===== src/rtl/pipe_stall_ctrl_pkg.sv =====
`default_nettype none
// +------------------------------------------------------------------+
// | pipe_stall_ctrl_pkg : shared pipeline widths, stall FSM encodings |
// | Rev 1.0                                                           |
// +------------------------------------------------------------------+
package pipe_stall_ctrl_pkg;

  localparam int RF_REG_W        = 5;
  localparam int MEM_TIMEOUT_DEF = 64;
  localparam int CNT_W_DEF       = 16;
  localparam int TO_W_DEF        = 7;

  typedef enum logic [1:0] {
    ST_RUN      = 2'd0,
    ST_MEM_WAIT = 2'd1,
    ST_MD_WAIT  = 2'd2,
    ST_RSVD     = 2'd3
  } state_e;

endpackage
`default_nettype wire


===== src/rtl/pipe_stall_ctrl_if.sv =====
`default_nettype none
// +------------------------------------------------------------------+
// | pipe_stall_ctrl_if : hazard inputs and per-stage pipeline controls|
// | Rev 1.0                                                           |
// +------------------------------------------------------------------+
interface pipe_stall_ctrl_if
  import pipe_stall_ctrl_pkg::*;
#(
  parameter int CNT_W = CNT_W_DEF
);

  logic             iLoadUse;
  logic             iBrTaken;
  logic             iMdStart;
  logic             iMdDone;
  logic             iDMemReq;
  logic             iDMemReady;
  logic             iCntClr;
  logic             oPCWr;
  logic             oIFIDWr;
  logic             oIFIDFlush;
  logic             oIDEXWr;
  logic             oIDEXBubble;
  logic             oEXMEMWr;
  logic             oEXMEMBubble;
  logic             oMEMWBBubble;
  logic [1:0]       oState;
  logic [CNT_W-1:0] oStallCnt;
  logic             oTimeout;

  modport master (
    output iLoadUse, iBrTaken, iMdStart, iMdDone, iDMemReq, iDMemReady, iCntClr,
    input  oPCWr, oIFIDWr, oIFIDFlush, oIDEXWr, oIDEXBubble, oEXMEMWr,
           oEXMEMBubble, oMEMWBBubble, oState, oStallCnt, oTimeout
  );

  modport slave (
    input  iLoadUse, iBrTaken, iMdStart, iMdDone, iDMemReq, iDMemReady, iCntClr,
    output oPCWr, oIFIDWr, oIFIDFlush, oIDEXWr, oIDEXBubble, oEXMEMWr,
           oEXMEMBubble, oMEMWBBubble, oState, oStallCnt, oTimeout
  );

endinterface
`default_nettype wire


===== src/rtl/pipe_stall_ctrl_stall_counter.sv =====
`default_nettype none
// +------------------------------------------------------------------+
// | stall_counter : saturating up-counter, sync clear, async reset    |
// | Rev 1.0                                                           |
// +------------------------------------------------------------------+
module stall_counter
  import pipe_stall_ctrl_pkg::*;
#(
  parameter int W = CNT_W_DEF
) (
  input  wire logic         clk,
  input  wire logic         rst_n,
  input  wire logic         clr_i,
  input  wire logic         inc_i,
  output logic      [W-1:0] cnt_o
);

  logic [W-1:0] cnt_q;
  logic [W-1:0] cnt_d;

  always_comb begin
    cnt_d = cnt_q;
    if (clr_i) begin
      cnt_d = '0;
    end else if (inc_i && (cnt_q != '1)) begin
      cnt_d = cnt_q + W'(1);
    end
  end

  always_ff @(posedge clk or negedge rst_n) begin
    if (!rst_n) begin
      cnt_q <= '0;
    end else begin
      cnt_q <= cnt_d;
    end
  end

  assign cnt_o = cnt_q;

endmodule
`default_nettype wire


===== src/rtl/pipe_stall_ctrl.sv =====
`default_nettype none
// +------------------------------------------------------------------+
// | pipe_stall_ctrl : 5-stage pipeline stall/flush sequencer          |
// | Rev 1.0                                                           |
// +------------------------------------------------------------------+
module pipe_stall_ctrl
  import pipe_stall_ctrl_pkg::*;
#(
  parameter int MEM_TIMEOUT = MEM_TIMEOUT_DEF,
  parameter int CNT_W       = CNT_W_DEF,
  parameter int TO_W        = TO_W_DEF
) (
  input  wire logic         clk,
  input  wire logic         resetn,
  pipe_stall_ctrl_if.slave  bus
);

  localparam logic [TO_W-1:0] TO_LIMIT = TO_W'(MEM_TIMEOUT);
  localparam logic [TO_W-1:0] WAIT_ONE = TO_W'(1);

  state_e           state_q, state_d;
  logic [TO_W-1:0]  wait_q, wait_d;
  logic             timeout_q, timeout_d;
  logic             abort;
  logic             mem_wait;
  logic             md_stall;
  logic             pc_wr, ifid_wr, ifid_flush, idex_wr, idex_bub;
  logic             exmem_wr, exmem_bub, memwb_bub;
  logic [CNT_W-1:0] stall_cnt;

  assign mem_wait = bus.iDMemReq & ~bus.iDMemReady;
  assign md_stall = bus.iMdStart & ~bus.iMdDone;

  always_comb begin
    state_d    = state_q;
    wait_d     = wait_q;
    abort      = 1'b0;
    pc_wr      = 1'b1;
    ifid_wr    = 1'b1;
    ifid_flush = 1'b0;
    idex_wr    = 1'b1;
    idex_bub   = 1'b0;
    exmem_wr   = 1'b1;
    exmem_bub  = 1'b0;
    memwb_bub  = 1'b0;
    case (state_q)
      ST_RUN, ST_RSVD: begin
        if (mem_wait) begin
          {pc_wr, ifid_wr, idex_wr, exmem_wr} = 4'b0000;
          memwb_bub = 1'b1;
          state_d   = ST_MEM_WAIT;
          wait_d    = WAIT_ONE;
        end else if (md_stall) begin
          {pc_wr, ifid_wr, idex_wr} = 3'b000;
          exmem_bub = 1'b1;
          state_d   = ST_MD_WAIT;
        end else if (bus.iBrTaken) begin
          // Branch squashes the dependent instruction, so load-use is moot.
          ifid_flush = 1'b1;
          idex_bub   = 1'b1;
        end else if (bus.iLoadUse) begin
          pc_wr    = 1'b0;
          ifid_wr  = 1'b0;
          idex_bub = 1'b1;
        end
        if (state_q == ST_RSVD) begin
          state_d = ST_RUN;
          wait_d  = '0;
        end
      end
      ST_MEM_WAIT: begin
        if (bus.iDMemReady) begin
          state_d = ST_RUN;
          wait_d  = '0;
        end else if (wait_q >= TO_LIMIT) begin
          // Abandon the access: let the pipeline move with a NOP into WB.
          memwb_bub = 1'b1;
          abort     = 1'b1;
          state_d   = ST_RUN;
          wait_d    = '0;
        end else begin
          {pc_wr, ifid_wr, idex_wr, exmem_wr} = 4'b0000;
          memwb_bub = 1'b1;
          wait_d    = wait_q + WAIT_ONE;
        end
      end
      ST_MD_WAIT: begin
        if (mem_wait) begin
          {pc_wr, ifid_wr, idex_wr, exmem_wr} = 4'b0000;
          memwb_bub = 1'b1;
          state_d   = ST_MEM_WAIT;
          wait_d    = WAIT_ONE;
        end else if (bus.iMdDone) begin
          state_d = ST_RUN;
        end else begin
          {pc_wr, ifid_wr, idex_wr} = 3'b000;
          exmem_bub = 1'b1;
        end
      end
    endcase
  end

  assign timeout_d = bus.iCntClr ? 1'b0 : (timeout_q | abort);

  always_ff @(posedge clk or negedge resetn) begin
    if (!resetn) begin
      state_q   <= ST_RUN;
      wait_q    <= '0;
      timeout_q <= 1'b0;
    end else begin
      state_q   <= state_d;
      wait_q    <= wait_d;
      timeout_q <= timeout_d;
    end
  end

  stall_counter #(
    .W (CNT_W)
  ) u_stall_cnt (
    .clk   (clk),
    .rst_n (resetn),
    .clr_i (bus.iCntClr),
    .inc_i (~pc_wr),
    .cnt_o (stall_cnt)
  );

  assign bus.oPCWr        = pc_wr;
  assign bus.oIFIDWr      = ifid_wr;
  assign bus.oIFIDFlush   = ifid_flush;
  assign bus.oIDEXWr      = idex_wr;
  assign bus.oIDEXBubble  = idex_bub;
  assign bus.oEXMEMWr     = exmem_wr;
  assign bus.oEXMEMBubble = exmem_bub;
  assign bus.oMEMWBBubble = memwb_bub;
  assign bus.oState       = state_q;
  assign bus.oStallCnt    = stall_cnt;
  assign bus.oTimeout     = timeout_q;

endmodule
`default_nettype wire


===== src/flat_wrapper.sv =====
// flat-port wrapper written by rule: the top's interface ports become plain ports
module pipe_stall_ctrl_flat import pipe_stall_ctrl_pkg::*;
#(
  parameter int MEM_TIMEOUT = MEM_TIMEOUT_DEF,
  parameter int CNT_W       = CNT_W_DEF,
  parameter int TO_W        = TO_W_DEF
)
  (clk, resetn, bus_iLoadUse, bus_iBrTaken, bus_iMdStart, bus_iMdDone, bus_iDMemReq, bus_iDMemReady, bus_iCntClr, bus_oPCWr, bus_oIFIDWr, bus_oIFIDFlush, bus_oIDEXWr, bus_oIDEXBubble, bus_oEXMEMWr, bus_oEXMEMBubble, bus_oMEMWBBubble, bus_oState, bus_oStallCnt, bus_oTimeout);
  pipe_stall_ctrl_if #(.CNT_W(CNT_W)) bus_i ();
  input  wire logic clk;
  input  wire logic resetn;
  input wire logic [$bits(bus_i.iLoadUse)-1:0] bus_iLoadUse;
  input wire logic [$bits(bus_i.iBrTaken)-1:0] bus_iBrTaken;
  input wire logic [$bits(bus_i.iMdStart)-1:0] bus_iMdStart;
  input wire logic [$bits(bus_i.iMdDone)-1:0] bus_iMdDone;
  input wire logic [$bits(bus_i.iDMemReq)-1:0] bus_iDMemReq;
  input wire logic [$bits(bus_i.iDMemReady)-1:0] bus_iDMemReady;
  input wire logic [$bits(bus_i.iCntClr)-1:0] bus_iCntClr;
  output wire logic [$bits(bus_i.oPCWr)-1:0] bus_oPCWr;
  output wire logic [$bits(bus_i.oIFIDWr)-1:0] bus_oIFIDWr;
  output wire logic [$bits(bus_i.oIFIDFlush)-1:0] bus_oIFIDFlush;
  output wire logic [$bits(bus_i.oIDEXWr)-1:0] bus_oIDEXWr;
  output wire logic [$bits(bus_i.oIDEXBubble)-1:0] bus_oIDEXBubble;
  output wire logic [$bits(bus_i.oEXMEMWr)-1:0] bus_oEXMEMWr;
  output wire logic [$bits(bus_i.oEXMEMBubble)-1:0] bus_oEXMEMBubble;
  output wire logic [$bits(bus_i.oMEMWBBubble)-1:0] bus_oMEMWBBubble;
  output wire logic [$bits(bus_i.oState)-1:0] bus_oState;
  output wire logic [$bits(bus_i.oStallCnt)-1:0] bus_oStallCnt;
  output wire logic [$bits(bus_i.oTimeout)-1:0] bus_oTimeout;
  assign bus_i.iLoadUse = bus_iLoadUse;
  assign bus_i.iBrTaken = bus_iBrTaken;
  assign bus_i.iMdStart = bus_iMdStart;
  assign bus_i.iMdDone = bus_iMdDone;
  assign bus_i.iDMemReq = bus_iDMemReq;
  assign bus_i.iDMemReady = bus_iDMemReady;
  assign bus_i.iCntClr = bus_iCntClr;
  assign bus_oPCWr = bus_i.oPCWr;
  assign bus_oIFIDWr = bus_i.oIFIDWr;
  assign bus_oIFIDFlush = bus_i.oIFIDFlush;
  assign bus_oIDEXWr = bus_i.oIDEXWr;
  assign bus_oIDEXBubble = bus_i.oIDEXBubble;
  assign bus_oEXMEMWr = bus_i.oEXMEMWr;
  assign bus_oEXMEMBubble = bus_i.oEXMEMBubble;
  assign bus_oMEMWBBubble = bus_i.oMEMWBBubble;
  assign bus_oState = bus_i.oState;
  assign bus_oStallCnt = bus_i.oStallCnt;
  assign bus_oTimeout = bus_i.oTimeout;
  pipe_stall_ctrl #(.MEM_TIMEOUT(MEM_TIMEOUT), .CNT_W(CNT_W), .TO_W(TO_W)) u_core (.clk(clk), .resetn(resetn), .bus(bus_i));
endmodule

===== config.mk =====
export PLATFORM = sky130hd
export DESIGN_NAME = pipe_stall_ctrl_flat
export DESIGN_NICKNAME = d
export VERILOG_FILES = /design/src/rtl/pipe_stall_ctrl_pkg.sv /design/src/rtl/pipe_stall_ctrl_if.sv /design/src/rtl/pipe_stall_ctrl_stall_counter.sv /design/src/rtl/pipe_stall_ctrl.sv /design/src/flat_wrapper.sv
export SDC_FILE = /design/constraint.sdc
export NUM_CORES = 1
export LEC_CHECK = 0
export BUFFER_PORTS_ARGS = -buffer_cell sky130_fd_sc_hd__buf_2
export CAP_MARGIN = 20
export CORE_MARGIN = 2
export CORE_UTILIZATION = 58
export DETAILED_ROUTE_END_ITERATION = 16
export PLACE_DENSITY = 0.85
export SYNTH_ARGS = -nofsm -noshare
export SYNTH_HDL_FRONTEND = slang
export SYNTH_SLANG_ARGS = --single-unit

===== constraint.sdc =====
create_clock -name clk -period 3.19 [get_ports clk]
set_clock_uncertainty 0.05 [all_clocks]
set_input_delay 0.1595 -clock clk [delete_from_list [all_inputs] [get_ports clk]]
set_output_delay 0.1595 -clock clk [all_outputs]
set_load 0.01 [all_outputs]

---- Yosys cells after proc, flatten, opt, wreduce, memory -nomap -nowiden ----
Cells that the tools add are included.
word-level totals
  logic and storage cells ................. 75
  bits in registers ....................... 26
  input port bits ......................... 9
  output and inout port bits .............. 27
cells by class
  bitwise operators ....................... 6
  add/subtract/negate cells ............... 2
  reduce and logical (&&, ||, !) cells .... 6
  mux-type cells .......................... 49
  magnitude comparators ................... 1
  equal/unequal tests ..................... 7
operator list
  kind                   count
  $mux 16                2
  $mux 1                 29
  $mux 7                 4
  $pmux 7 s3             1
  $add 16x1->16 const B  1
  $ne 16x16->1 const B   1
  $mux 2                 7
  $add 7x1->7 const B    1
  $ge 7x7->1 const B     1
  $ne 3x2->1 const B     2
  $pmux 1 s2             3
  $pmux 1 s3             2
  $pmux 2 s3             1
  $eq 2x2->1 const B     2
  $ne 4x1->1 const B     1
  $not 1->1              3
  $reduce_and 3->1       1
  $reduce_or 3->1        1
  $and 1x1->1            2
  $eq 2x1->1 const B     1
  $logic_not 2->1        1
  $reduce_bool 2->1      1
  $reduce_or 2->1        1
  $logic_and 1x1->1      1
  $or 1x1->1             1

---- Logic depth before layout (Yosys ltp) ----
  depth after elaboration ................. 9
  depth in mapped cells ................... 9
  mapped depth without buffers ............ 7

---- By module ----
Synthesis repeated with hierarchy kept, for this count alone.
second synthesis, totals
  cells, all modules ...................... 187
  area total of the unflattened synthesis .. 1,685.4 µm²
modules (own cells, without submodules)
  module           cells an instance  sequential area each (µm²)  area each (µm²)  instances
  stall_counter    98                 400.4                       942.2            1
  pipe_stall_ctrl  89                 250.2                       743.2            1

---- Least setup slack after synthesis ----
No wires, ideal clock.
  path kind ............................... register to register
  from .................................... register u_core.state_q[1], in the netlist u_core.bus.oState[1]
  to ...................................... register u_core.state_q[1], in the netlist u_core.bus.oState[1]
  stages on the path, launching flop included .. 7
  path buffers ............................ 1
  data required time ...................... 3,015 ps
  data arrival time ....................... 1,785 ps
  library setup time ...................... 125 ps
  clock period less this slack ............ 1,959 ps
  path slack .............................. 1,231 ps
  cell sequence ........................... dfrtp_1 -> inv_1 -> ha_1 -> or3b_2 -> clkbuf_1 -> o21ai_0 -> mux2_2
between the ends
  cells in the longest elaborated chain, start to end .. 4
  elaborated cells between the ends (all ways) .. 11
  those cells by class .................... 6 x eq/ne; 2 x mux; 3 x reduce/logical
ends and longest elaborated chain
  what                                           line                                          source
  start: declaration                             pipe_stall_ctrl.sv:21                         state_e state_q, state_d;
  start signal: assignment                       pipe_stall_ctrl.sv:111                        state_q <= state_d;
  $eq 2x2->1 or $logic_not 2->1 (tied branches)  pipe_stall_ctrl.sv:46, pipe_stall_ctrl.sv:66
  $reduce_or 2->1                                pipe_stall_ctrl.sv:46                         case (state_q)
  $ne 4x1->1 (no line)                           -
  $reduce_and 3->1 (no line)                     -
Several ways; a longest one is shown, not always the timed one.
A chain may end at the register's enable or synchronous reset.

---- Worst setup path after layout ----
  from .................................... register u_core.state_q[0], in the netlist u_core.bus.oState[0]
  to ...................................... output bus_oIFIDWr
between the ends
  cells in the longest elaborated chain, start to end .. 3
  elaborated cells between the ends (all ways) .. 6
  those cells by class .................... 3 x eq/ne; 1 x mux; 2 x reduce/logical
ends and longest elaborated chain
  what                                           line                   source
  $eq 2x2->1 or $logic_not 2->1 (tied branches)  pipe_stall_ctrl.sv:46
  $reduce_or 2->1                                pipe_stall_ctrl.sv:46
  $pmux 1 s3 (*)                                 pipe_stall_ctrl.sv:46
  end: declaration                               flat_wrapper.sv:20     output wire logic [$bits(bus_i.oIFIDWr)-1:0] bus_oIFIDWr;
Mark *: on every way between the ends. The rest lies on a longest branch, timed or not.

==> results <==
- The first routing iteration left between 70 and 80 violations.
- The worst setup path is launched from a flip-flop.
- The total I/O pin count is 36.
- The buffer cell driving the clock tree root is sky130_fd_sc_hd__clkbuf_4.
- The die area is ~3200 µm².
- The via count of the first global-routing pass is 1500.
- The deepest clock path buffer count is 2.
- Buffers inserted during clock tree synthesis total 3.
- CTS built an H-tree with a depth of 1.
- The routed length per placed instance is between 10 and 15 µm.
- Headroom to the max-slew limit came out at between 40% and 50%.
- The floorplan step set the die height to 57.00 µm.
- The transition at the pin with the smallest max-transition slack is between 0.8 and 0.9 ns.
- The final critical path takes up 77.02% of the cycle.
- The flip-flop and latch count after synthesis is 26.
- Adding up every negative setup slack in the final design gives 0 ns.
- The number of antenna diodes in the final layout is 0.
- The filler-free cell count of the finished design is between 200 and 250.
- The path class of the tightest hold or removal check is in2reg.
- For this run, the leading register cell type out of synthesis is sky130_fd_sc_hd__dfrtp_1.
- The largest net degree at the start of global routing is 35.
- The setup fix buffers added after clock tree synthesis is 0.
- Setup repair after global routing left no endpoint under its margin.
- For this run, design rule violations remaining after detail routing come to 0.
- Relative to the synthesized area, the layout overhead comes to 11.90%.
- The setup violation total in the final timing report is 0.
- The clock-pin slew of the registers on the worst-case setup and hold paths is about 0.14 ns.
- The utilization after layout is approximately two thirds.
- The timing-limited maximum frequency is 407.0 MHz.
- The clock tree from TritonCTS is built.
- Summing the sequential cell areas from Yosys gives 39.94% of the chip area.
- The starting utilization of the core area is between 60% and 70%.
- The run finished with clean final reports.
- The max-slew violation count came to 0.
- The worst path in the final design needs a cycle of around 2.5 ns, including I/O delays and setup.
- The final net count is between 200 and 250.
- The total wire length is roughly 3700 µm.
- The total via count in the routed design is 1575.
- The area of the placeable core is approximately 2700 µm².
- Detailed placement finished with a half-perimeter wire length of around 2700 µm.
- In this run, distinct cell masters in the synthesized netlist total 37.
- Counting instances, the worst hold path has a depth of 4.
- The total congestion overflow is 0.
- After synthesis, the share of flip-flops with an asynchronous set or reset is 100.0%.
- In this run the mean area of a mapped cell was between 8 and 9 µm².
- Global routing consumed, over all layers together, around a quarter of the routing resources.
- The first global-routing pass estimated approximately 6200 µm of wire.
- The synthesized design devotes to its leading area cell type 39.94% of total area.
- The clock sink total is 26.
- The number of antenna violations at the first check in global routing is 0.
- The worst setup slack after layout is 0.7331 ns.
- The leakage dissipation is between 0.8 and 0.9 nW.
- The final weighted congestion of routability-driven global placement is between 0.8 and 0.9.
- Once detail routing completed, the nets flagged for antenna violations numbered 0.
- Among all cell types in the netlist, the one instantiated most often is sky130_fd_sc_hd__dfrtp_1.
- The number of flops mapped to enable cells by yosys is 0.
- The biggest area contributor in the post-synthesis netlist is sky130_fd_sc_hd__dfrtp_1.
- The commonest cells after synthesis are 26 x sky130_fd_sc_hd__dfrtp_1, 24 x sky130_fd_sc_hd__o21ai_0, 15 x sky130_fd_sc_hd__a21oi_1.
- The routed via count divided by cell count is ~6.4.
- At the placement stage, the worst setup path has a slack of ~0.84 ns.
- The post-synthesis cell count is 186.
- The number of core rows is 19.
- The biggest fanout along the worst timing path is 34.
- The detailed-router iteration count before antenna repair is 4.
- Yosys printed 0 warnings.
- IR analysis of the VDD net gives a maximum drop of roughly 0.53 mV.
- The setup check on the worst reg-to-reg path leaves a slack of between 0.7 and 0.8 ns.
- After synthesis, the cell types taking the most area are sky130_fd_sc_hd__dfrtp_1 40%, sky130_fd_sc_hd__o21ai_0 7.4%, sky130_fd_sc_hd__ha_1 5.4%.
- For the worst setup path, the data required time is between 2 and 3 ns.
- For this design the ratio of total power to cell area is about 560 nW/µm².
- STA puts the critical path data arrival time at around 2.3 ns.
- The number of nets handed over by synthesis was between 200 and 250.
- The mapped netlist covers roughly 1600 µm².
- The placed cell count is 242.
- The type of the worst setup path is reg2out.
- The logic depth of the worst register-to-register path is 6.
- In this run the horizontal extent of the chip is approximately 57 µm.
- During placement, the flow inserted port buffers numbering 35.
- The final count of hold timing violations is 0.
- The clock latency at the later pin of the worst-skew pair is 0.31 ns.
- The tool flagged a number of max-cap violations equal to 0.
- The proportion of layout cells with a drive suffix above 1 is between 20% and 30%.
- The kind of capture point of the worst setup path is an output port.
final timing paths:
kind,start,end
worst min-delay path,bus_iDMemReady,u_core.bus.oTimeout
worst max-delay path,u_core.bus.oState[0],bus_oIFIDWr
worst max register to register,u_core.bus.oState[0],u_core.u_stall_cnt.cnt_o[12]
worst min register to register,u_core.bus.oTimeout,u_core.bus.oTimeout
max in group asynchronous,resetn,u_core.u_stall_cnt.cnt_o[1]
min in group asynchronous,resetn,u_core.wait_q[2]
where the power goes:
group / internal [mW] / switching (mW)
sequential: 0.361 / 0.0388
clock: 0.0442 / 0.0941
combinational: 0.181 / 0.306
total: 0.586 / 0.439
metrics by stage:
stage | power [mW] | cell area [µm²] | hold slack, ns
4_1_cts | 1.024 | 1823 | 0.1576
3_5_place_dp | 0.8855 | 1790 | 0.1470
5_1_grt | 1.095 | 1823 | 0.1697
6_report | 1.025 | 1823 | 0.1636
3_3_place_gp | 0.8613 | 1790 | 0.1358
2_1_floorplan | 0.7693 | 1629 | -0.1861
worst max-delay path, cell delays in order (launching register included):
cell                      delay [ns]
sky130_fd_sc_hd__dfrtp_1        0.45
sky130_fd_sc_hd__inv_1          0.09
sky130_fd_sc_hd__ha_1           0.48
sky130_fd_sc_hd__nor3_2         0.37
sky130_fd_sc_hd__a22o_4         0.35
sky130_fd_sc_hd__buf_2          0.19
registers in the layout, indices dropped and copies added, names as in the netlist:
signal and flops:
u_core.bus.oState 2, u_core.u_stall_cnt.cnt_o 16, u_core.wait_q 7, u_core.bus.oTimeout 1
cells in the final DEF, fill, tap and decap left out:
master                           n
sky130_fd_sc_hd__o21ba_2         1
sky130_fd_sc_hd__nor3_1          3
sky130_fd_sc_hd__and2_1          3
sky130_fd_sc_hd__or3_1          11
sky130_fd_sc_hd__nor2b_1         3
sky130_fd_sc_hd__ha_1            7
sky130_fd_sc_hd__nor3b_1         1
sky130_fd_sc_hd__nand4_1         9
sky130_fd_sc_hd__buf_2          35
sky130_fd_sc_hd__nand2_1        11
sky130_fd_sc_hd__or3b_2          1
sky130_fd_sc_hd__a21oi_1        15
sky130_fd_sc_hd__and4_1          5
sky130_fd_sc_hd__nor4_1          2
sky130_fd_sc_hd__and3_1          6
sky130_fd_sc_hd__nand3_1         4
sky130_fd_sc_hd__clkbuf_4        3
sky130_fd_sc_hd__a31oi_1         2
sky130_fd_sc_hd__nor3_2          1
sky130_fd_sc_hd__o21a_1          4
sky130_fd_sc_hd__a2bb2oi_1       1
sky130_fd_sc_hd__or4_1           2
sky130_fd_sc_hd__o22ai_1         1
sky130_fd_sc_hd__nand2b_1        2
sky130_fd_sc_hd__a22o_4          1
sky130_fd_sc_hd__o21ai_2         1
sky130_fd_sc_hd__dfrtp_1        26
sky130_fd_sc_hd__o21ai_0        24
sky130_fd_sc_hd__or3b_1          1
sky130_fd_sc_hd__nor2_1          8
sky130_fd_sc_hd__a32o_1          1
sky130_fd_sc_hd__dlygate4sd3_1   1
sky130_fd_sc_hd__inv_1          10
sky130_fd_sc_hd__a21o_1          1
sky130_fd_sc_hd__o31ai_1         3
sky130_fd_sc_hd__mux2_2          1
sky130_fd_sc_hd__a22o_1          4
repair_timing:
item	4_1_cts	5_1_grt
hold buffers	1	0
hold endpoints to repair	26	0
gates resized for setup	0	0
cells by family after synthesis:
| group | share of synthesized area, % |
|---|---|
| simple gates | 26.11 |
| compound gates | 22.35 |
| flops | 39.94 |
| buf+inv | 5.530 |
| fa+ha+maj | 5.376 |
| mux | 0.6912 |
per-layer routing:
layer / track usage [%] / wire length (µm) / up-vias
met4: 9.635 / 14 / 0
met3: 2.268 / 156 / 4
li1: - / - / 745
met2: 41.05 / 1816 / 54
met5: 0 / 0 / -
met1: 31.01 / 1678 / 772
final cells by class:
class | instances | area (µm²)
Clock buffer | 3 | 22.52
Fill cell | 230 | 887.1
Inverter | 10 | 37.54
Multi-Input combinational cell | 140 | 888.4
Sequential cell | 26 | 650.6
Tap cell | 31 | 38.79
Timing Repair Buffer | 36 | 185.2
No activity file was read; power rests on OpenSTA's default activity.
